--- src/rtl/ela_field_source_if.sv ---
// Pixel-source bus: row request, frame-memory read port and pixel stream.
interface ela_field_source_if;
    logic       req;
    logic       mem_rd;
    logic [9:0] mem_addr;
    logic [7:0] mem_data;
    logic [7:0] pix_data;
    logic       pix_valid;
    logic       row_done;
    logic       field_done;
    logic       ovr;

    // Row server side
    modport master (
        input  req, mem_data,
        output mem_rd, mem_addr, pix_data, pix_valid, row_done, field_done, ovr
    );

    // Requester / memory side
    modport slave (
        output req, mem_data,
        input  mem_rd, mem_addr, pix_data, pix_valid, row_done, field_done, ovr
    );
endinterface

--- src/rtl/ela_field_source.sv ---
// Field row server: on each req, reads one frame row (even or odd rows only)
// from memory and streams it as one pixel per cycle.
module ela_field_source #(
    parameter int WIDTH     = 32,
    parameter int ROWS      = 31,
    parameter int FIELD_ODD = 0
) (
    input  logic                   clk,
    input  logic                   rst,
    ela_field_source_if.master     bus
);
    localparam int NROWS = (ROWS - FIELD_ODD + 1) / 2;
    localparam int AW    = 10;
    localparam int CW    = (WIDTH > 1) ? $clog2(WIDTH) : 1;
    localparam int FW    = (NROWS > 1) ? $clog2(NROWS) : 1;

    typedef enum logic [1:0] {IDLE, FETCH, DRAIN, DONE} state_t;

    state_t          state, state_n;
    logic [FW-1:0]   fr, fr_n;
    logic [CW-1:0]   col, col_n, col_inc;
    logic            rd_n, row_done_n, rd_d1;
    logic [AW-1:0]   addr_n, row_base;

    // Start address of the frame row backing field row fr
    assign row_base = (AW'(fr) * AW'(2) + AW'(FIELD_ODD)) * AW'(WIDTH);
    assign col_inc  = col + CW'(1);

    // Next state; mem_rd/mem_addr are computed one cycle ahead so they register cleanly
    always_comb begin
        state_n    = state;
        fr_n       = fr;
        col_n      = col;
        rd_n       = 1'b0;
        addr_n     = bus.mem_addr;
        row_done_n = 1'b0;
        case (state)
            IDLE: begin
                if (bus.req) begin
                    state_n = FETCH;
                    col_n   = '0;
                    rd_n    = 1'b1;
                    addr_n  = row_base;
                end
            end
            FETCH: begin
                if (col == CW'(WIDTH - 1)) begin
                    state_n = DRAIN;
                    col_n   = '0;
                end else begin
                    col_n  = col_inc;
                    rd_n   = 1'b1;
                    addr_n = row_base + AW'(col_inc);
                end
            end
            DRAIN: begin
                // Two cycles: last read returns, then lands in pix_data
                if (col == CW'(1)) begin
                    row_done_n = 1'b1;
                    col_n      = '0;
                    if (fr == FW'(NROWS - 1)) begin
                        state_n = DONE;
                    end else begin
                        state_n = IDLE;
                        fr_n    = fr + FW'(1);
                    end
                end else begin
                    col_n = col_inc;
                end
            end
            default: ;
        endcase
    end

    // Control state and registered bus outputs; reset abandons any row in flight
    always_ff @(posedge clk) begin
        if (rst) begin
            state          <= IDLE;
            fr             <= '0;
            col            <= '0;
            rd_d1          <= 1'b0;
            bus.mem_rd     <= 1'b0;
            bus.mem_addr   <= '0;
            bus.pix_data   <= '0;
            bus.pix_valid  <= 1'b0;
            bus.row_done   <= 1'b0;
            bus.field_done <= 1'b0;
            bus.ovr        <= 1'b0;
        end else begin
            state          <= state_n;
            fr             <= fr_n;
            col            <= col_n;
            bus.mem_rd     <= rd_n;
            bus.mem_addr   <= addr_n;
            bus.row_done   <= row_done_n;
            // Read data arrives the cycle after the strobe; register it with its qualifier
            rd_d1          <= bus.mem_rd;
            bus.pix_valid  <= rd_d1;
            bus.pix_data   <= rd_d1 ? bus.mem_data : 8'h00;
            bus.field_done <= bus.field_done | (state == DONE);
            bus.ovr        <= bus.ovr | (bus.req && state != IDLE);
        end
    end
endmodule
--- src/flat_wrapper.sv ---
// flat-port wrapper written by rule: the top's interface ports become plain ports
module ela_field_source_flat 
#(
    parameter int WIDTH     = 32,
    parameter int ROWS      = 31,
    parameter int FIELD_ODD = 0
)
  (clk, rst, bus_req, bus_mem_data, bus_mem_rd, bus_mem_addr, bus_pix_data, bus_pix_valid, bus_row_done, bus_field_done, bus_ovr);
  ela_field_source_if bus_i ();
  input  logic clk;
  input  logic rst;
  input wire logic [$bits(bus_i.req)-1:0] bus_req;
  input wire logic [$bits(bus_i.mem_data)-1:0] bus_mem_data;
  output wire logic [$bits(bus_i.mem_rd)-1:0] bus_mem_rd;
  output wire logic [$bits(bus_i.mem_addr)-1:0] bus_mem_addr;
  output wire logic [$bits(bus_i.pix_data)-1:0] bus_pix_data;
  output wire logic [$bits(bus_i.pix_valid)-1:0] bus_pix_valid;
  output wire logic [$bits(bus_i.row_done)-1:0] bus_row_done;
  output wire logic [$bits(bus_i.field_done)-1:0] bus_field_done;
  output wire logic [$bits(bus_i.ovr)-1:0] bus_ovr;
  assign bus_i.req = bus_req;
  assign bus_i.mem_data = bus_mem_data;
  assign bus_mem_rd = bus_i.mem_rd;
  assign bus_mem_addr = bus_i.mem_addr;
  assign bus_pix_data = bus_i.pix_data;
  assign bus_pix_valid = bus_i.pix_valid;
  assign bus_row_done = bus_i.row_done;
  assign bus_field_done = bus_i.field_done;
  assign bus_ovr = bus_i.ovr;
  ela_field_source #(.WIDTH(WIDTH), .ROWS(ROWS), .FIELD_ODD(FIELD_ODD)) u_core (.clk(clk), .rst(rst), .bus(bus_i));
endmodule
--- config.mk ---
export PLATFORM = sky130hd
export DESIGN_NAME = ela_field_source_flat
export DESIGN_NICKNAME = d
export VERILOG_FILES = /design/src/rtl/ela_field_source_if.sv /design/src/rtl/ela_field_source.sv /design/src/flat_wrapper.sv
export SDC_FILE = /design/constraint.sdc
export NUM_CORES = 1
export LEC_CHECK = 0
export CAP_MARGIN = 30
export CORE_MARGIN = 5
export CORE_UTILIZATION = 54
export CTS_BUF_LIST = sky130_fd_sc_hd__clkbuf_4 sky130_fd_sc_hd__clkbuf_8
export DETAILED_ROUTE_END_ITERATION = 7
export HOLD_SLACK_MARGIN = 0.1
export PLACE_DENSITY = 0.86
export SETUP_SLACK_MARGIN = 0.1
export SLEW_MARGIN = 20
export SYNTH_ARGS = -nofsm -noshare
export SYNTH_HDL_FRONTEND = slang
export SYNTH_SLANG_ARGS = --single-unit
--- constraint.sdc ---
create_clock -name clk -period 4.5 [get_ports clk]
set_input_delay 0.9 -clock clk [delete_from_list [all_inputs] [get_ports clk]]
set_output_delay 0.9 -clock clk [all_outputs]
set_load 0.005 [all_outputs]
# Yosys cells after proc, flatten, opt, wreduce, memory -nomap -nowiden
# Cells that the tools add are included.
[word_totals]
wordCells = 56
reg_bits = 35
inputBits = 11
[classes]
n_bitwise = 5
reduce_logical = 11
eq_ne = 10
mux = 16
n_addsub = 3
[ops]
columns = ["operator", "n"]
rows = [
  ["2-to-1 mux 10 bit", 2],
  ["one-hot mux 10 bit (2 select lines)", 1],
  ["2-to-1 mux 5 bit", 3],
  ["one-hot mux 5 bit (3 select lines)", 1],
  ["adder 10 x 5 -> 10 bit", 1],
  ["2-to-1 mux 2 bit", 4],
  ["one-hot mux 2 bit (3 select lines)", 1],
  ["AND reduction 3 bit", 2],
  ["adder 5 x 1 -> 5 bit (second input constant)", 1],
  ["== test 5 x 1 -> 1 bit (second input constant)", 1],
  ["== test 5 bit (second input constant)", 1],
  ["adder 4 x 1 -> 4 bit (second input constant)", 1],
  ["== test 2 bit (second input constant)", 2],
  ["== test 4 bit (second input constant)", 1],
  ["inequality test 2 x 1 -> 1 bit (second input constant)", 2],
  ["inequality test 2 bit (second input constant)", 2],
  ["AND reduction 4 bit", 1],
  ["nonzero test 2 bit", 2],
  ["OR reduction 2 bit", 2],
  ["2-to-1 mux 1 bit", 3],
  ["inverter 1 bit", 3],
  ["nonzero test 3 bit", 1],
  ["== test 2 x 1 -> 1 bit (second input constant)", 1],
  ["zero test 2 bit", 1],
  ["other kinds (4)", 5],
]

# Longest topological paths before layout
# Gate-level depths: netlist (run 1).
[logic_depth]
word_depth = 4
mapped_depth = 8
depth_no_buf = 7

# Least setup slack after synthesis (run 1)
# Ideal clock, no wire load.
[synth_path]
path_type = "register to register"
startpoint = "reg u_core.col[0]"
endpoint = "reg u_core.col[0]"
synth_period_minus_slack_ps = 1795
setup_ps = 71
n_path_buf = 1
path_stages_with_launch = 9
arrival_ps = 1725
path_slack_ps = 2705
required_time_ps = 4429
cell_sequence = "dfxtp_1 ha_1 and3_1 ha_1 nor2b_1 buf_2 o211ai_1 or3_1 a21oi_1"
[synth_between]
elab_chain_len = 3
[synth_lines]
columns = ["item", "line_no", "text"]
rows = [
  ["start: declaration", "ela_field_source.sv:21", "logic [CW-1:0] col, col_n, col_inc;"],
  ["start signal: assignment", "ela_field_source.sv:92", "col <= col_n;"],
  ["adder 5 x 1 -> 5 bit, or another cell as far along", "ela_field_source.sv:27", "assign col_inc = col + CW'(1);"],
  ["2-to-1 mux 5 bit (on tied branches)", "ela_field_source.sv:58, ela_field_source.sv:47", ""],
  ["one-hot mux 5 bit (3 select lines) *", "ela_field_source.sv:37", "case (state)"],
]
# Mark *: on every way between the ends. The rest lies on a longest branch, timed or not.
# A chain may end at the register's enable or synchronous reset.

# Worst setup path in the final report (run 1)
# Ends and elaborated chain as after synthesis.

==> results of run 1 <==
-- flip-flops by register name, indices dropped and copies added (netlist names), 2 cells and up --
name                 flops
u_core.bus.mem_addr      9
u_core.bus.pix_data      8
u_core.state             2
u_core.col               5
u_core.fr                4
-- layer usage --
metal  share of wire [%]  global-route usage (%)  vias up
met4                 2.0                    6.81        0
met5                   0                       0        -
li1                    -                       -      561
met3                 4.9                    6.81        8
met2                  51                    30.1       27
met1                  42                    20.1      529
-- worst register-to-register path, cell delays in order (launching register included) --
cell and delay (ns):
dfxtp_1 0.38, ha_1 0.25, and3_1 0.19, ha_1 0.17
nor2b_1 0.56, o211ai_1 0.19, or3_1 0.39, a21oi_1 0.16
-- worst paths after layout --
check / start / to / slack [ns]
min reg2reg: u_core.bus.mem_addr[2]$_SDFFE_PP0P_ / u_core.bus.mem_addr[2]$_SDFFE_PP0P_ / 0.46
max: u_core.col[0]$_SDFFE_PP0P_ / u_core.col[0]$_SDFFE_PP0P_ / 2.12
min: u_core.bus.mem_addr[2]$_SDFFE_PP0P_ / u_core.bus.mem_addr[2]$_SDFFE_PP0P_ / 0.46
max reg2reg: u_core.col[0]$_SDFFE_PP0P_ / u_core.col[0]$_SDFFE_PP0P_ / 2.12
-- cells in the mapped netlist --
cell	number	area share, %
and2_1	9	4.0
ha_1	8	7.1
o211ai_1	2	1.1
or4b_4	1	0.98
o41ai_1	1	0.63
nand3_1	5	1.8
o21ai_2	1	0.63
dfxtp_1	34	49
buf_2	1	0.36
o211a_1	1	0.71
a2bb2oi_1	2	1.3
nor2b_1	6	2.7
and3_1	1	0.45
o221ai_1	1	0.63
xor2_1	1	0.63
a21oi_1	10	3.6
a22oi_1	2	1.1
mux2i_1	8	5.7
nor2_1	17	4.6
a211oi_2	1	0.89
nand2b_1	2	0.89
a211oi_1	1	0.54
a41o_1	1	0.71
a31oi_1	1	0.45
or3_1	3	1.3
xnor2_1	1	0.63
o21ai_0	2	0.71
clkbuf_1	4	1.1
nor4b_1	1	0.63
nand2_1	9	2.4
conb_1	1	0.27
buf_4	1	0.54
inv_1	4	1.1
nor3b_1	1	0.54
and2b_1	1	0.54
buf_1	1	0.27
-- cell type report --
| class | instances | area [sq um] |
|---|---|---|
| Inverter | 4 | 15.0 |
| Timing Repair Buffer | 32 | 320 |
| Tap cell | 30 | 37.5 |
| Multi-Input combinational cell | 101 | 673 |
| Clock buffer | 6 | 51.3 |
| Clock inverter | 2 | 60.1 |
| Fill cell | 186 | 639 |
| Sequential cell | 34 | 681 |
-- kinds of logic after synthesis --
group                    synth area share, %
AND/OR/NAND/NOR                         20.8
other                                  0.268
adder cells (fa/ha/maj)                 7.15
XOR/XNOR                                1.25
AO/OA/AOI/OAI                           12.9
multiplexers                            5.72
buffers and inverters                   3.31
flip-flops                              48.6
-- placed cells by master (no fill, tap or decap), types with 3 or more instances in the layout --
master and n:
clkdlybuf4s50_1 32, nor2_1 17, and2_1 9, inv_1 4, nor2b_1 6, a21oi_1 10
clkbuf_4 5, nand2_1 9, dfxtp_1 34, or3_1 3, ha_1 8, nand3_1 5
mux2i_1 8
-- stage by stage --
stage / hold WS [ns] / power [mW] / setup WS, ns / std cells / utilization, %
2_1_floorplan: 0.448 / 0.427 / 2.70 / 146 / -
3_3_place_gp: 0.443 / 0.466 / 1.94 / 201 / 69.7
3_5_place_dp: 0.446 / 0.470 / 1.88 / 201 / 69.7
4_1_cts: 0.461 / 0.759 / 2.15 / 209 / 74.2
5_1_grt: 0.483 / 0.789 / 1.92 / 209 / 74.2
6_report: 0.462 / 0.756 / 2.12 / 209 / 74.2
-- power breakdown --
group / switching (mW) / internal, mW / leakage, nW / total, mW
Sequential: 0.00818 / 0.314 / 0.275 / 0.322
Clock: 0.103 / 0.188 / 0.0585 / 0.291
Combinational: 0.0770 / 0.0652 / 0.415 / 0.142
==> impl_results.md, run 1 <==
- Worst Hold Class: flop to flop
- Setup TNS Final: 0 ns
- Power Density: 411 nW/um^2
- Die height: 60.9 um
- Crit end category: flop
- Design area: 1840 sq um
- Largest net degree at the start of global routing: 28
- TritonCTS clock tree: done
- Vias in the first global route: 1106
- WP data required: 4.75 ns
- DR WL/cell: 14.2 um
- CP most frequent cell: ha_1
- Layout Skew: 0.0114 ns
- Worst IR drop on VDD: 306 uV
- TritonRoute pass-1 iters: 5
- RSZ-0062 raised after global routing: false
- Post-synthesis net count: 165
- CTS resizes: 0
- Slowest library cell on the worst path: nor2b_1
- Syn-to-layout area delta: 31.3%
- Maximum clock path buffer count: 2
- DR iter-0 viols: 34
- Synthesis Warnings: 0
- Diodes inserted: 0
- Clock transition at the registers of the reported paths: 0.11 ns
- Crit path largest cell delay: 0.56 ns
- Slew @ Worst Pin: 0.926 ns
- Avg Cell Area, Syn: 9.59 sq um
- Post-CTS setup repair buffer count: 0
- Root buffer cell: clkbuf_4
- H-tree level count: 2
- Crit. path cell count: 7
- Global route total overflow: 0
- Tmin final: 2.38 ns
- Initial Util: 56.5%
- Core area: 2480 sq um
- Lkg Pwr: 0.749 nW
- Die Area: 3710 sq um
- Die X: 60.9 um
- Num ports: 34
- Worst EP arrival: 2.63 ns
- Final Slew Violations: 0
- Final Hold Viols: 0
- Post-synth cell types: 36
- Max Cap Violations: 0
- Crit Path Class: flop to flop
- Hold path cells: 2
- Synth Cell Area: 1400 sq um
- Worst path buffer plus inverter count: 0
- Cells after Synth: 146
- PortBufs: 32
- Global Route Usage Sum: 17.7%
- Crit path cell chain: ha_1, and3_1, ha_1, nor2b_1, o211ai_1, or3_1, a21oi_1
- Final nets: 197
- Vias/cell: 5.38
- TritonCTS Sinks: 34
- Final setup viols: 0
- Fin crit share: 52.9%
- CP delay by family, top: simple AND/OR/NAND/NOR gates
- Initial antenna violation count: 0
- Outcome: finished, final reports clean
- Peak fanout along the critical path: 10
- Post-Route WL: 2970 um
- Placed inst area: 1730 sq um
- Hpwl dp: 2240 um
- Row Count: 18
- Routed vias: 1125
- Yosys reg bits: 34
- Insertion delay of the later-clocked pin in the worst-skew pair: 0.34 ns
- Worst R2R Path Depth: 7
- Relative slew slack: 38.1%
- First-pass GRT wire length: 4770 um
- Hold Buf Count CTS: 0
- Drc violations: 0
- Post-synthesis sequential area ratio: 48.6%
- Layout cell share with drive strength beyond 1: 6.15%
- Routed Antenna Nets: 0
- CP Launch Type: flop
- FMAX: 420 MHz
- Global placer's final weighted congestion: 0.793
- CTS Buf Count: 5
No activity file was read; power rests on OpenSTA's default activity.
==> inputs of run 2 (changes only) <==
- CORE_UTILIZATION: 54 -> 50
- PLACE_DENSITY: 0.86 -> 0.81
- clock period: 4.5 -> 2.3 ns (I/O delays scaled with it)
==> run 2 against run 1 <==
Against the previous run:
- via count rose by 0.27%
- utilization decreased by 7.2 points
- register-to-register slack worse by 1.8 ns
- maximum frequency is 18% higher
- setup slack worse by 1.8 ns
- combinational power grew 110%
- die area up 6.7%
- non-clock buffer count rose by 3
- design area shrank 1.3%
- sequential cell count unchanged
- sequential power grew 96%
- global-route usage down 0.73 points
==> impl_results.md, run 2 (synthesis results as in run 1) <==
- Outcome: finished, final reports clean
- Most common cell after layout, fill and taps aside: dfxtp_1
- Max reg flops: 9
- Crit path largest cell delay: 0.38 ns
- First-pass GRT wire length: 5400 um
- Syn-to-layout area delta: 29.6%
- Initial Util: 51.7%
- Vias in the first global route: 1198
- Worst Hold Class: flop to flop
- Final WS setup: 0.283 ns
- FF/Latch Area: 681 sq um
- Routed vias: 1128
- Final setup viols: 0
- Die height: 62.9 um
- Row Count: 19
- Setup TNS Final: 0 ns
- Slew @ Worst Pin: 0.636 ns
- Slowest library cell on the worst path: dfxtp_1
- Power Density: 713 nW/um^2
- Relative slew slack: 56.4%
- Lkg Pwr: 0.740 nW
- WHS Endpoint: u_core.bus.mem_addr[2]$_SDFFE_PP0P_
- Global route total overflow: 0
- Setup slack at placement: 0.324 ns
- Hold Crit Start: u_core.bus.mem_addr[2]$_SDFFE_PP0P_
- PortBufs: 32
- Maximum clock path buffer count: 2
- Crit path cell chain: ha_1, and3_1, ha_1, nor2b_1, buf_4, nor2_1, or3_1, a21oi_1
- Biggest register: u_core.bus.mem_addr
- Vias/cell: 5.30
- Worst R2R Path Depth: 8
- Most frequent cells in the layout: dfxtp_1 (34), clkdlybuf4s50_1 (32), nor2_1 (17)
- CTS Buf Count: 5
- CTS resizes: 0
- Util after Layout: 66.9%
- Die Area: 3960 sq um
- Routed Antenna Nets: 0
- Initial antenna violation count: 0
- Hold path cells: 2
- Insertion delay of the later-clocked pin in the worst-skew pair: 0.34 ns
- Num ports: 34
- Final nets: 200
- Max Cap Violations: 0
- TritonCTS clock tree: done
- Global Route Usage Sum: 17.0%
- Final Slew Violations: 0
- Fillcell total: 242
- Post-CTS setup repair buffer count: 0
- CP Launch Type: flop
- Core area: 2710 sq um
- Hpwl dp: 2360 um
- Reg-to-reg endpoint: u_core.col[0]$_SDFFE_PP0P_
- Worst EP arrival: 2.30 ns
- H-tree level count: 2
- DR WL/cell: 14.6 um
- Diodes inserted: 0
- Layout cell share with drive strength beyond 1: 7.69%
- TritonRoute pass-1 iters: 4
- Hold Buf Count CTS: 0
- Clock transition at the registers of the reported paths: 0.11 ns
- Drc violations: 0
- DR iter-0 viols: 50
- Worst IR drop on VDD: 558 uV
- WP data required: 2.58 ns
- Multi-input gate area: 673 sq um
- TritonCTS Sinks: 34
- Die X: 62.9 um
- Largest net degree at the start of global routing: 27
- RR Startpoint: u_core.col[0]$_SDFFE_PP0P_
- Tmin final: 2.02 ns
- R2R setup slack: 0.28 ns
- Final Hold Viols: 0
- Fin crit share: 87.7%
- Root buffer cell: clkbuf_4
- Crit end category: flop
- FMAX: 496 MHz
- Post-Route WL: 3110 um
- Layout Skew: 0.00363 ns
- Largest registers: u_core.bus.mem_addr: 9 flops, u_core.bus.pix_data: 8 flops, u_core.col: 5 flops
- Crit Path Class: flop to flop
- CP most frequent cell: ha_1
- Peak fanout along the critical path: 6
- Global placer's final weighted congestion: 0.830
- RSZ-0062 raised after global routing: false
## run 2: cell types whose count changed in the layout (fill, tap and decap cells not counted), sizes merged
cell | before | now
buf | 0 | 3
bufinv | 2 | 0
clkinv | 0 | 1
clkinvlp | 0 | 1
## run 2: power breakdown
part	total (mW)	internal, mW	switching [mW]	leakage, nW
Clock	0.362	0.147	0.215	0.0343
Combinational	0.302	0.142	0.160	0.430
Sequential	0.630	0.615	0.0155	0.275
## run 2: per-layer routing
metal  up-vias  routed length [um]  GRT usage (%)
li1        564                   -              -
met1       527                1230           17.5
met2        29                1630           30.3
met3         8                 178           6.65
met4         0                  69           6.90
met5         -                   0              0
## run 2: how the worst max path moves through the flow
stage / from / to / slack [ns] / depth (start not counted)
6_report: u_core.col[0]$_SDFFE_PP0P_ / u_core.col[0]$_SDFFE_PP0P_ / 0.28 / 8
5_1_grt: u_core.col[0]$_SDFFE_PP0P_ / u_core.col[1]$_SDFFE_PP0P_ / 0.17 / 8
4_1_cts: u_core.col[0]$_SDFFE_PP0P_ / u_core.col[0]$_SDFFE_PP0P_ / 0.29 / 8
3_5_place_dp: u_core.col[0]$_SDFFE_PP0P_ / u_core.col[0]$_SDFFE_PP0P_ / 0.32 / 8
3_3_place_gp: bus_req / u_core.state[1]$_SDFFE_PP0P_ / 0.39 / 5
2_1_floorplan: u_core.col[0]$_SDFFE_PP0P_ / u_core.col[0]$_SDFFE_PP0P_ / 0.50 / 8
## run 2: layout make-up
| cell class | count | share of cell area, % |
|---|---|---|
| Tap cell | 31 | 2.14 |
| Timing Repair Buffer | 35 | 18.9 |
| Sequential cell | 34 | 37.5 |
| Clock buffer | 6 | 2.83 |
| Multi-Input combinational cell | 101 | 37.1 |
| Inverter | 4 | 0.828 |
| Clock inverter | 2 | 0.690 |
## run 2: through the flow
step	hold WS, ns	cells	power (mW)	area [sq um]
4_1_cts	0.467	213	1.30	1810
6_report	0.463	213	1.29	1810
3_5_place_dp	0.451	205	0.946	1750
3_3_place_gp	0.440	205	0.935	1750
2_1_floorplan	0.448	146	0.835	1400
5_1_grt	0.484	213	1.38	1810
## run 2: critical path: cells and delay by family (launching register included)
family,cells,cell delay (ns)
simple gates,4,0.81
fa+ha+maj,2,0.42
flops,1,0.38
buf+inv,1,0.19
compound gates,1,0.15
==> inputs of run 3 (changes only) <==
- PLACE_DENSITY: 0.81 -> 0.93
==> run 3 against run 2 <==
Against the previous run:
- clock-buffer cell count is the same
- via count grew 0.44%
- maximum frequency up 0.15%
- critical path type unchanged
==> impl_results.md, run 3 (synthesis results as in run 1) <==
- CP most frequent cell: ha_1
- Relative slew slack: 54.9%
- Design area: 1810 sq um
- TritonCTS Sinks: 34
- Biggest register: u_core.bus.mem_addr
- Final setup viols: 0
- Crit path largest cell delay: 0.38 ns
- Sw Pwr: 0.382 mW
- Layout cell share with drive strength beyond 1: 7.69%
- PortBufs: 32
- DR iter-0 viols: 22
- CTS Buf Count: 5
- Comb pwr share: 23.5%
- WHS Endpoint: u_core.bus.mem_addr[2]$_SDFFE_PP0P_
- Insertion delay of the later-clocked pin in the worst-skew pair: 0.35 ns
- Num ports: 34
- Post-CTS setup repair buffer count: 0
- Peak fanout along the critical path: 6
- Routed vias: 1133
- Final Slew Violations: 0
- Syn-to-layout area delta: 29.6%
- CP delay by family, top: simple AND/OR/NAND/NOR gates
- RSZ-0062 raised after global routing: false
- Total design power: 1.28 mW
- Multi-input gate area: 673 sq um
- Die X: 62.9 um
- Power Density: 708 nW/um^2
- Reg-to-reg endpoint: u_core.col[0]$_SDFFE_PP0P_
- Largest net degree at the start of global routing: 27
- Worst path buffer plus inverter count: 1
- Diodes inserted: 0
- DR WL/cell: 14.6 um
- CTS resizes: 0
- Worst EP arrival: 2.30 ns
- Largest registers: u_core.bus.mem_addr: 9 flops, u_core.bus.pix_data: 8 flops, u_core.col: 5 flops
- Slew @ Worst Pin: 0.658 ns
- Vias in the first global route: 1077
- Hold Buf Count CTS: 0
- Clock transition at the registers of the reported paths: 0.10 ns
- Max Cap Violations: 0
- Fillcell total: 227
- TritonRoute pass-1 iters: 4
- Crit Path Class: flop to flop
- Hold path cells: 2
- Net Sw Frac: 29.7%
- Worst R2R Path Depth: 8
- R2R setup slack: 0.29 ns
- Initial antenna violation count: 0
- RR Startpoint: u_core.col[0]$_SDFFE_PP0P_
- Core area: 2710 sq um
- Fin crit share: 87.6%
- Crit end category: flop
- Initial Util: 51.7%
- FF/Latch Area: 681 sq um
- Layout Skew: 0.0139 ns
- Placed inst area: 1750 sq um
- Row Count: 19
- TritonCTS clock tree: done
- Hpwl dp: 2330 um
- Worst Hold Class: flop to flop
- CP Launch Type: flop
- Root buffer cell: clkbuf_4
- First-pass GRT wire length: 5240 um
- Vias/cell: 5.32
- Max reg flops: 9
- WP data required: 2.58 ns
- Global Route Usage Sum: 17.3%
- H-tree level count: 2
- Lkg Pwr: 0.740 nW
- Clk network pwr share: 27.4%
- Routed Antenna Nets: 0
- Maximum clock path buffer count: 2
- Global placer's final weighted congestion: 0.844
- Slowest library cell on the worst path: dfxtp_1
- Final nets: 200
- Setup TNS Final: 0 ns
- Most common cell after layout, fill and taps aside: dfxtp_1
- Seq pwr share: 49.1%
- Most frequent cells in the layout: dfxtp_1 (34), clkdlybuf4s50_1 (32), nor2_1 (17)
- Hold Crit Start: u_core.bus.mem_addr[2]$_SDFFE_PP0P_
- Die height: 62.9 um
- Worst IR drop on VDD: 585 uV
- Global route total overflow: 0
- Die Area: 3960 sq um
- Drc violations: 0
- Power Internal: 0.903 mW
- Crit path cell chain: ha_1, and3_1, ha_1, nor2b_1, buf_4, nor2_1, or3_1, a21oi_1
- FMAX: 496 MHz
- Final Hold Viols: 0
- Post-Route WL: 3110 um
- Tmin final: 2.01 ns
- Outcome: finished, final reports clean
run 3: cell counts in the layout (fill, tap and decap cells not counted):
No cell type changed its count.
run 3: how the worst max path moves through the flow:
stage                                     startpoint                      endpoint  slack (ns)  cells after the start
after floorplan           u_core.col[0]$_SDFFE_PP0P_    u_core.col[0]$_SDFFE_PP0P_        0.50                      8
after global placement                       bus_req  u_core.state[0]$_SDFFE_PP0P_        0.38                      5
after detailed placement  u_core.col[0]$_SDFFE_PP0P_    u_core.col[0]$_SDFFE_PP0P_        0.31                      8
after CTS                 u_core.col[0]$_SDFFE_PP0P_    u_core.col[0]$_SDFFE_PP0P_        0.27                      8
after global routing      u_core.col[0]$_SDFFE_PP0P_    u_core.col[0]$_SDFFE_PP0P_        0.12                      8
final                     u_core.col[0]$_SDFFE_PP0P_    u_core.col[0]$_SDFFE_PP0P_        0.29                      8
run 3: metrics by stage:
stage                     setup slack [ns]  util [%]  instances  hold slack [ns]
final                                0.285      66.9        213            0.465
after global routing                 0.117      66.9        213            0.480
after CTS                            0.268      66.9        213            0.469
after detailed placement             0.310      64.6        205            0.450
after global placement               0.376      64.6        205            0.441
after floorplan                      0.505         -        146            0.448
run 3: power by group through the flow:
stage	Combinational, mW	Sequential (mW)	Clock, mW
2_1_floorplan	0.192	0.643	0
3_3_place_gp	0.288	0.643	0
3_5_place_dp	0.303	0.645	0
4_1_cts	0.304	0.631	0.367
5_1_grt	0.332	0.636	0.399
6_report	0.301	0.631	0.353
run 3: cell type report:
| cell class | instances | area share, % |
|---|---|---|
| Sequential cell | 34 | 37.5 |
| Tap cell | 31 | 2.14 |
| Inverter | 4 | 0.828 |
| Multi-Input combinational cell | 101 | 37.1 |
| Clock buffer | 6 | 2.83 |
| Timing Repair Buffer | 35 | 18.9 |
| Clock inverter | 2 | 0.690 |
run 3: per-layer routing:
metal,share of wire [%],up-vias,GRT usage (%),wire length (um)
met5,0,-,0,0
met4,2.7,0,9.28,84
met3,5.9,9,7.55,184
met2,52,24,29.4,1610
met1,40,532,17.7,1230
li1,-,568,-,-
run 3: worst reg2reg max path: cells and delay by family, from the launching register on:
family	cells	cell delay, ns
DFF	1	0.38
AOI/OAI and AO/OA	1	0.16
buffers and inverters	1	0.19
adders and majority gates	2	0.43
and+or+nand+nor	4	0.80
